**src/rtl/stack_seq_ctrl_pkg.sv**
```systemverilog
// Shared constants and state encoding for the interrupt-entry / RTI stack sequencer.
package stack_seq_ctrl_pkg;

    localparam logic [3:0] OP_PUSH_POP = 4'd7;
    localparam logic [3:0] OP_CALL     = 4'd11;
    localparam logic [3:0] OP_LD_ST_I  = 4'd12;

    // ra_brx sub-decode of OP_CALL
    localparam logic [1:0] BRX_CALL = 2'd1;
    localparam logic [1:0] BRX_RET  = 2'd2;
    localparam logic [1:0] BRX_RTI  = 2'd3;

    localparam logic [1:0] SP_REG_IDX       = 2'd3;
    localparam logic [7:0] INT_VEC_ADDR_DEF = 8'd1;

    typedef enum logic [2:0] {
        IDLE,
        INT_PUSH_PC,
        INT_PUSH_FLG,
        INT_VEC,
        RTI_POP_FLG,
        RTI_POP_PC
    } state_t;

endpackage

```
**src/rtl/stack_seq_ctrl.sv**
```systemverilog
// Multi-cycle sequencer owning the data-memory port and R3 during interrupt entry and RTI.
// Pushes PC and flags on interrupt and loads the vector; RTI pops flags then PC.
module stack_seq_ctrl
    import stack_seq_ctrl_pkg::*;
#(
    parameter int                  DATA_W       = 8,
    parameter logic [DATA_W-1:0]   INT_VEC_ADDR = DATA_W'(INT_VEC_ADDR_DEF),
    parameter int                  FLAG_W       = 4
) (
    input  logic              clk,
    input  logic              rst_n,
    input  logic              intr_req,
    input  logic              op_valid,
    input  logic [3:0]        opcode,
    input  logic [1:0]        ra_brx,
    input  logic [DATA_W-1:0] pc_ret,
    input  logic [FLAG_W-1:0] flags_in,
    input  logic [DATA_W-1:0] sp_in,
    input  logic              mem_gnt,
    input  logic [DATA_W-1:0] mem_rdata,
    output logic              mem_req,
    output logic              mem_we,
    output logic [DATA_W-1:0] mem_addr,
    output logic [DATA_W-1:0] mem_wdata,
    output logic              sp_we,
    output logic [DATA_W-1:0] sp_wdata,
    output logic              pc_we,
    output logic [DATA_W-1:0] pc_wdata,
    output logic              flags_we,
    output logic [FLAG_W-1:0] flags_wdata,
    output logic              stall,
    output logic              intr_ack,
    output logic              busy
);

    state_t              state_reg, state_next;
    logic [DATA_W-1:0]   sp_reg, sp_next;
    logic                int_pend_reg, int_pend_next;
    logic                intr_q_reg;
    logic                is_rti;
    logic                start;
    logic [DATA_W-1:0]   sp_dec, sp_inc;

    assign is_rti = op_valid && (opcode == OP_CALL) && (ra_brx == BRX_RTI);
    // Wraps modulo 2^DATA_W by construction
    assign sp_dec = sp_reg - DATA_W'(1);
    assign sp_inc = sp_reg + DATA_W'(1);

    always_ff @(posedge clk) begin
        if (!rst_n) begin
            state_reg    <= IDLE;
            sp_reg       <= '0;
            int_pend_reg <= 1'b0;
            intr_q_reg   <= 1'b0;
        end else begin
            state_reg    <= state_next;
            sp_reg       <= sp_next;
            int_pend_reg <= int_pend_next;
            intr_q_reg   <= intr_req;
        end
    end

    always_comb begin
        state_next  = state_reg;
        sp_next     = sp_reg;
        start       = 1'b0;
        mem_req     = 1'b0;
        mem_we      = 1'b0;
        mem_addr    = '0;
        mem_wdata   = '0;
        sp_we       = 1'b0;
        sp_wdata    = '0;
        pc_we       = 1'b0;
        pc_wdata    = '0;
        flags_we    = 1'b0;
        flags_wdata = '0;
        intr_ack    = 1'b0;

        case (state_reg)
            IDLE: begin
                // RTI wins; a pending interrupt is taken on the next IDLE visit
                if (is_rti) begin
                    start      = 1'b1;
                    sp_next    = sp_in;
                    state_next = RTI_POP_FLG;
                end else if (int_pend_reg) begin
                    start      = 1'b1;
                    sp_next    = sp_in;
                    state_next = INT_PUSH_PC;
                end
            end
            INT_PUSH_PC: begin
                mem_req   = 1'b1;
                mem_we    = 1'b1;
                mem_addr  = sp_reg;
                mem_wdata = pc_ret;
                if (mem_gnt) begin
                    sp_we      = 1'b1;
                    sp_wdata   = sp_dec;
                    sp_next    = sp_dec;
                    state_next = INT_PUSH_FLG;
                end
            end
            INT_PUSH_FLG: begin
                mem_req   = 1'b1;
                mem_we    = 1'b1;
                mem_addr  = sp_reg;
                mem_wdata = DATA_W'(flags_in);
                if (mem_gnt) begin
                    sp_we      = 1'b1;
                    sp_wdata   = sp_dec;
                    sp_next    = sp_dec;
                    state_next = INT_VEC;
                end
            end
            INT_VEC: begin
                mem_req  = 1'b1;
                mem_addr = INT_VEC_ADDR;
                if (mem_gnt) begin
                    pc_we      = 1'b1;
                    pc_wdata   = mem_rdata;
                    intr_ack   = 1'b1;
                    state_next = IDLE;
                end
            end
            RTI_POP_FLG: begin
                mem_req  = 1'b1;
                mem_addr = sp_inc;
                if (mem_gnt) begin
                    sp_we       = 1'b1;
                    sp_wdata    = sp_inc;
                    sp_next     = sp_inc;
                    flags_we    = 1'b1;
                    flags_wdata = mem_rdata[FLAG_W-1:0];
                    state_next  = RTI_POP_PC;
                end
            end
            RTI_POP_PC: begin
                mem_req  = 1'b1;
                mem_addr = sp_inc;
                if (mem_gnt) begin
                    sp_we      = 1'b1;
                    sp_wdata   = sp_inc;
                    sp_next    = sp_inc;
                    pc_we      = 1'b1;
                    pc_wdata   = mem_rdata;
                    state_next = IDLE;
                end
            end
            default: state_next = IDLE;
        endcase

        // A fresh edge always survives, even one landing while the sequencer is busy
        int_pend_next = (int_pend_reg && !((state_reg == IDLE) && (state_next == INT_PUSH_PC)))
                      || (intr_req && !intr_q_reg);

        busy  = (state_reg != IDLE);
        stall = busy || start;
    end

endmodule

```
**config.mk**
```make
export PLATFORM = sky130hd
export DESIGN_NAME = stack_seq_ctrl
export DESIGN_NICKNAME = d
export VERILOG_FILES = /design/src/rtl/stack_seq_ctrl_pkg.sv /design/src/rtl/stack_seq_ctrl.sv
export SDC_FILE = /design/constraint.sdc
export NUM_CORES = 1
export LEC_CHECK = 0
export ABC_AREA = 1
export CAP_MARGIN = 20
export CORE_MARGIN = 5
export CORE_UTILIZATION = 40
export CTS_BUF_LIST = sky130_fd_sc_hd__clkbuf_4 sky130_fd_sc_hd__clkbuf_8 sky130_fd_sc_hd__clkbuf_16
export DETAILED_ROUTE_END_ITERATION = 8
export GPL_ROUTABILITY_DRIVEN = 0
export GPL_TIMING_DRIVEN = 0
export PLACE_DENSITY = 0.85
export SYNTH_ARGS = -nofsm -noshare
export SYNTH_HDL_FRONTEND = slang
export SYNTH_SLANG_ARGS = --single-unit
```
**constraint.sdc**
```tcl
create_clock -name clk -period 3.6 [get_ports clk]
set_input_delay 0.54 -clock clk [delete_from_list [all_inputs] [get_ports clk]]
set_output_delay 0.54 -clock clk [all_outputs]
set_load 0.02 [all_outputs]
```
==> results of run 1 <==
final timing paths:
kind / from / end / slack, ps / depth (start not counted)
max reg2reg: state_reg[1] / sp_reg[5] / 1630 / 11
min: intr_q_reg / int_pend_reg / 420 / 1
max: state_reg[2] / sp_wdata[3] / 620 / 6
min reg2reg: intr_q_reg / int_pend_reg / 420 / 1
power by group through the flow:
stage               sequential, W  combinational (W)  clock [W]
finish                   0.000185           0.000359   0.000102
global route             0.000187           0.000404   0.000112
CTS                      0.000184           0.000359   0.000104
detailed placement       0.000187           0.000357          0
global placement         0.000186           0.000353          0
floorplan                0.000182           0.000230          0
routing by layer:
layer  global-route usage (%)  part of all wire (%)
met5                        0                     0
met3                     4.64                   7.7
met2                     35.1                    50
met1                     24.3                    42
met4                     3.25                  0.45
cell type report:
class | instances | area (um^2) | area share [%]
multi-input combinational | 200 | 968 | 41.9
timing repair buffer | 82 | 821 | 35.5
sequential | 13 | 260 | 11.3
inverter | 40 | 150 | 6.49
tap | 46 | 57.6 | 2.49
clock buffer | 4 | 30.0 | 1.30
buffer | 4 | 25.0 | 1.08
logic make-up (layout without fill, tap and decap cells):
family	Yosys count	count (layout)	synth area share, %
AO/OA/AOI/OAI	28	28	10.8
XOR/XNOR	1	1	0.624
adder cells (fa/ha/maj)	4	4	3.57
buffers and inverters	44	130	12.5
flip-flops	13	13	18.5
multiplexers	1	1	0.713
AND/OR/NAND/NOR	166	166	53.3
worst register-to-register path, cell delays in order, from the launching register on:
cell and delay [ps]:
dfxtp_1 470, inv_2 100, ha_1 320, inv_1 240
nand3_4 120, nand2_4 140, nand2_4 90, nand2_4 90
buf_6 150, nand2_1 60, nand2_1 70, nor2_2 30
per-stage QoR:
step                setup slack, ps  cells  cell area, um^2
floorplan                      1580    257             1400
global placement                761    385             2280
detailed placement              726    385             2280
CTS                             637    389             2310
global route                    459    389             2310
finish                          616    389             2310
placed cells by master, fill, tap and decap left out, drive strengths merged:
cell type      instances
clkdlybuf4s50         82
nand2                 77
nor2                  54
inv                   40
nand3                 33
o21ai                 15
dfxtp                 13
a21oi                  7
clkbuf                 5
ha                     4
buf                    3
a31oi                  2
a211oi                 2
o22ai                  1
o211ai                 1
xor2                   1
mux2i                  1
nand4                  1
nor3                   1
==> results.sh, run 1 <==
export IMPL_cts_hold_fix_bufs=0
export IMPL_ys_async_sr_fraction_pct=0
export IMPL_ys_dominant_reg_cell="dfxtp_1"
export IMPL_required_ps=3060
export IMPL_avgSynthCellArea_um2=5.46
export IMPL_p_clk_share_pct=15.8
export IMPL_num_nets_final=387
export IMPL_area_of_the_die_um2=4790
export IMPL_yosysSeqAreaShare_pct=18.5
export IMPL_max_slew_margin_rel_pct=75.2
export IMPL_path_buf_inv=2
export IMPL_cell_internal_pwr_w=0.000366
export IMPL_routedWlPerCell_um=12.0
export IMPL_grt_antenna_before_repair=0
export IMPL_drv_max_cap_violation_count=0
export IMPL_route_detailed_vias_per_inst=4.66
export IMPL_antenna_cells_inserted=0
export IMPL_total_power_w=0.000646
export IMPL_start_util_pct=41.7
export IMPL_timing_final_setup_violations=0
export IMPL_synth_top_cells_by_area="dfxtp_1 19%, nand2_1 18%, nor2_1 13%"
export IMPL_post_synth_instance_area_um2=1400
export IMPL_setup_tns_final_ps=0
export IMPL_drtIter0Drc=219
export IMPL_grt_ovfl_total=0
export IMPL_clock_pin_slew_reported_for_the_worst_setup_and_hold_paths_after_clock_tree_synthesis_ps=80
export IMPL_routed_via_count=1814
export IMPL_endpoint_kind="output pin"
export IMPL_synth_top_cell_by_area="dfxtp_1"
export IMPL_drive_above_1_share_pct=7.00
export IMPL_floorplan_io_pins=83
export IMPL_path_common_cell="a21oi_1"
export IMPL_insertion_delay_ps=280
export IMPL_dieHeight_um=69.2
export IMPL_worst_hold_path_type="flop to flop"
export IMPL_synth_seq_cells=13
export IMPL_critPathLaunchType="flop"
export IMPL_areaGrowthSynthToFinish_pct=64.7
export IMPL_synth_common_cells="69 x nand2_1, 49 x nor2_1, 39 x inv_1"
export IMPL_cells_traversed_along_the_worst_timing_path="ha_1 > inv_1 > a21oi_1 > o21ai_0 > a21oi_1 > clkdlybuf4s50_1"
export IMPL_clock_tree_htree_level_count=1
export IMPL_drt_total_wl_um=4690
export IMPL_critPathTopFamily="buffers and inverters"
export IMPL_postCtsSetupBuffers=0
export IMPL_nFillCells=334
export IMPL_synth_nets=300
export IMPL_unrepaired_setup_endpoints_after_global_routing="no"
export IMPL_first_global_vias=1816
export IMPL_worst_clock_skew_ps=8.80
export IMPL_power_frac_comb_pct=55.6
export IMPL_peakVddDrop_v=0.000192
export IMPL_ctsLongestPathBuffers=2
export IMPL_grt_pass1_wl_um=8100
export IMPL_synth_enable_flop_cells=0
export IMPL_switching_power_w=0.000280
export IMPL_run_status="finished clean"
export IMPL_period_minus_slack_ps=2980
export IMPL_drtAntennaViolNets=0
export IMPL_cts_resized_gates=0
export IMPL_tritoncts="yes"
export IMPL_cpMaxStageDelayCell="clkdlybuf4s50_1"
export IMPL_post_route_worst_hold_slack_ps=420
export IMPL_ctsRootBufferMaster="clkbuf_4"
export IMPL_leakage_power_nw=1.12
export IMPL_largest_register_ffs=8
export IMPL_crit_fanout=7
export IMPL_grt_util_all_layers_pct=19.7
export IMPL_drt_first_pass_iters=4
export IMPL_layout_core_utilization_pct=68.8
export IMPL_max_freq_mhz=335
export IMPL_cellPowerDensity_nw_per_um2=279
export IMPL_hold_viol=0
export IMPL_post_dp_hpwl_um=3830
export IMPL_layout_worst_path_cycle_share_pct=82.9
export IMPL_netlist_instances=257
export IMPL_synth_yosys_warnings=0
export IMPL_fp_coreArea_um2=3360
export IMPL_die_width_um=69.2
export IMPL_row_count=21
export IMPL_report_final_slew_viol_count=0
export IMPL_buffer_ports_inserted=82
export IMPL_swShare_pct=43.3
export IMPL_worst_margin_slew_ps=371
export IMPL_tritoncts_num_buffers=3
export IMPL_grt_max_degree=11
export IMPL_clock_sink_count=13
export IMPL_drt_drc_violations_left=0
export IMPL_yosys_cell_count_top_type="nand2_1"
export IMPL_power_sequential_fraction_pct=28.6
export IMPL_cp_arrival_ps=2440
export IMPL_synth_cell_types=26
export IMPL_critPathMaxStageDelay_ps=620
export IMPL_crit_type="flop to output pin"
export IMPL_netlist_area_leader_share_pct=18.5
Note: power is estimated with default switching activity, not from simulation.
==> run 2, diff against run 1 <==
Settings changed: CORE_UTILIZATION 40 to 34, PLACE_DENSITY 0.85 to 0.77.
Clock period 3.6 ns to 2.4 ns, I/O delays scaled along.
==> run 2 against run 1 <==
Against the previous run: wire length grew 2.9%; critical endpoint is now sp_we; via count is 3.6% higher; first-iteration DRC count shrank 53%; cell count rose by 1.0%; critical path depth grew 1; die area grew 15%; sequential power up 49%; clock-buffer cell count stayed put; flip-flop and latch count did not move; utilization shrank 10 points; largest power group unchanged; total power up 59%; sequential share of layout area barely moved.
==> results.sh, run 2 (synthesized netlist as in run 1, its figures left out) <==
export IMPL_worst_hold_path_type="flop to flop"
export IMPL_crit_fanout=8
export IMPL_swShare_pct=42.0
export IMPL_run_status="finished clean"
export IMPL_hold_path_startpoint="intr_q_reg"
export IMPL_critPathTopFamily="buffers and inverters"
export IMPL_crit_type="flop to output pin"
export IMPL_clock_sink_count=13
export IMPL_layout_worst_path_cycle_share_pct=99.6
export IMPL_register_area_um2=264
export IMPL_die_width_um=74.3
export IMPL_grt_pass1_wl_um=7950
export IMPL_pre_cts_slack_ps=-125
export IMPL_multi_input_comb_area_um2=993
export IMPL_report_final_slew_viol_count=0
export IMPL_max_freq_mhz=418
export IMPL_largest_register_ffs=8
export IMPL_required_ps=2040
export IMPL_worst_clock_skew_ps=2.44
export IMPL_hold_viol=0
export IMPL_critPathLaunchType="flop"
export IMPL_buffer_ports_inserted=82
export IMPL_routed_via_count=1879
export IMPL_path_common_cell="inv_1"
export IMPL_regToRegEndpoint="sp_reg[5]"
export IMPL_clock_tree_htree_level_count=1
export IMPL_layout_cells_most_common="nand2_1"
export IMPL_grt_antenna_before_repair=0
export IMPL_routedWlPerCell_um=12.3
export IMPL_num_nets_final=387
export IMPL_endpoint_kind="output pin"
export IMPL_crit_reg2reg_launch="state_reg[1]"
export IMPL_drt_drc_violations_left=0
export IMPL_route_detailed_vias_per_inst=4.78
export IMPL_grt_util_all_layers_pct=18.0
export IMPL_post_dp_hpwl_um=3850
export IMPL_first_global_vias=1774
export IMPL_drt_first_pass_iters=4
export IMPL_area_of_the_die_um2=5510
export IMPL_ctsRootBufferMaster="clkbuf_8"
export IMPL_start_util_pct=35.1
export IMPL_cells_traversed_along_the_worst_timing_path="inv_2 > ha_4 > inv_1 > nand3_4 > nand2_4 > inv_1 > clkdlybuf4s50_1"
export IMPL_tritoncts_num_buffers=3
export IMPL_timing_final_setup_violations=0
export IMPL_drtAntennaViolNets=0
export IMPL_dieHeight_um=74.3
export IMPL_fin_ws_ps=10.1
export IMPL_layout_cells_most_common_list="69 x nand2_1, 52 x clkdlybuf4s50_1, 48 x nor2_1, 38 x inv_1, 30 x nand3_1"
export IMPL_fp_coreArea_um2=4000
export IMPL_grt_max_degree=11
export IMPL_power_sequential_fraction_pct=26.8
export IMPL_antenna_cells_inserted=0
export IMPL_drv_max_cap_violation_count=0
export IMPL_grt_ovfl_total=0
export IMPL_cp_arrival_ps=2030
export IMPL_worst_setup_path_startpoint="state_reg[1]"
export IMPL_unrepaired_setup_endpoints_after_global_routing="yes"
export IMPL_tritoncts="yes"
export IMPL_design_area_um2=2350
export IMPL_timing_critical_path_depth=7
export IMPL_period_minus_slack_ps=2390
export IMPL_max_slew_margin_rel_pct=78.7
export IMPL_drive_above_1_share_pct=9.04
export IMPL_path_buf_inv=4
export IMPL_switching_power_w=0.000432
export IMPL_drt_total_wl_um=4820
export IMPL_setup_worst_path_end="sp_we"
export IMPL_clock_pin_slew_reported_for_the_worst_setup_and_hold_paths_after_clock_tree_synthesis_ps=60
export IMPL_row_count=23
export IMPL_r2r_cells=11
export IMPL_nFillCells=422
export IMPL_cell_internal_pwr_w=0.000598
export IMPL_floorplan_io_pins=83
export IMPL_p_clk_share_pct=20.8
export IMPL_areaGrowthSynthToFinish_pct=67.1
export IMPL_peakVddDrop_v=0.000283
export IMPL_rrSetupSlack_ps=630
export IMPL_post_layout_nonfiller_instances=393
export IMPL_numPlacedInstances=389
export IMPL_cpMaxStageDelayCell="clkdlybuf4s50_1"
export IMPL_worst_margin_slew_ps=316
export IMPL_ctsLongestPathBuffers=2
export IMPL_power_frac_comb_pct=52.4
export IMPL_insertion_delay_ps=250
export IMPL_drtIter0Drc=103
export IMPL_critPathMaxStageDelay_ps=540
export IMPL_dpl_cell_area_um2=2290
export IMPL_cellPowerDensity_nw_per_um2=439
export IMPL_leakage_power_nw=1.35
## run 2: worst min path at each step
stage	endpoint	slack (ps)	cells past startpoint
4_1_cts	int_pend_reg	450	1
3_3_place_gp	int_pend_reg	410	1
5_1_grt	int_pend_reg	450	1
3_5_place_dp	int_pend_reg	410	1
2_1_floorplan	int_pend_reg	400	1
6_report	int_pend_reg	430	1
## run 2: repair_timing
| action | in CTS | in global routing |
|---|---|---|
| hold buffers | 0 | 0 |
| gates resized for setup | 29 | 12 |
| endpoints found under the setup margin | 31 | 11 |
| buffers inserted | 0 | 0 |
## run 2: per-layer routing
layer	global-route usage (%)	wire length, um	up-vias
met2	33.0	2410	56
met3	4.19	370	3
li1	-	-	981
met5	0	0	-
met4	1.58	14	0
met1	22.2	2030	839
## run 2: metrics by stage
step                      TNS, ps  hold WS, ps  power, W  util [%]
after floorplan                 0          399  0.000618         -
after global placement       -920          406  0.000813      57.2
after detailed placement    -1010          415  0.000818      57.2
after CTS                       0          450   0.00103      58.1
after global routing         -101          454   0.00112      58.6
final                           0          435   0.00103      58.6
## run 2: cell type report
cell class / count / share of cell area, %
Inverter: 40 / 6.40
Timing Repair Buffer: 82 / 34.2
Buffer: 4 / 1.07
Clock buffer: 4 / 2.08
Tap cell: 50 / 2.67
Multi-Input combinational cell: 200 / 42.3
Sequential cell: 13 / 11.3
## run 2: power groups by stage
| stage | Sequential [W] | Clock, W | Combinational (W) |
|---|---|---|---|
| floorplan | 0.000272 | 0 | 0.000346 |
| global placement | 0.000278 | 0 | 0.000535 |
| detailed placement | 0.000279 | 0 | 0.000540 |
| CTS | 0.000274 | 0.000218 | 0.000538 |
| global route | 0.000282 | 0.000228 | 0.000608 |
| finish | 0.000276 | 0.000215 | 0.000540 |
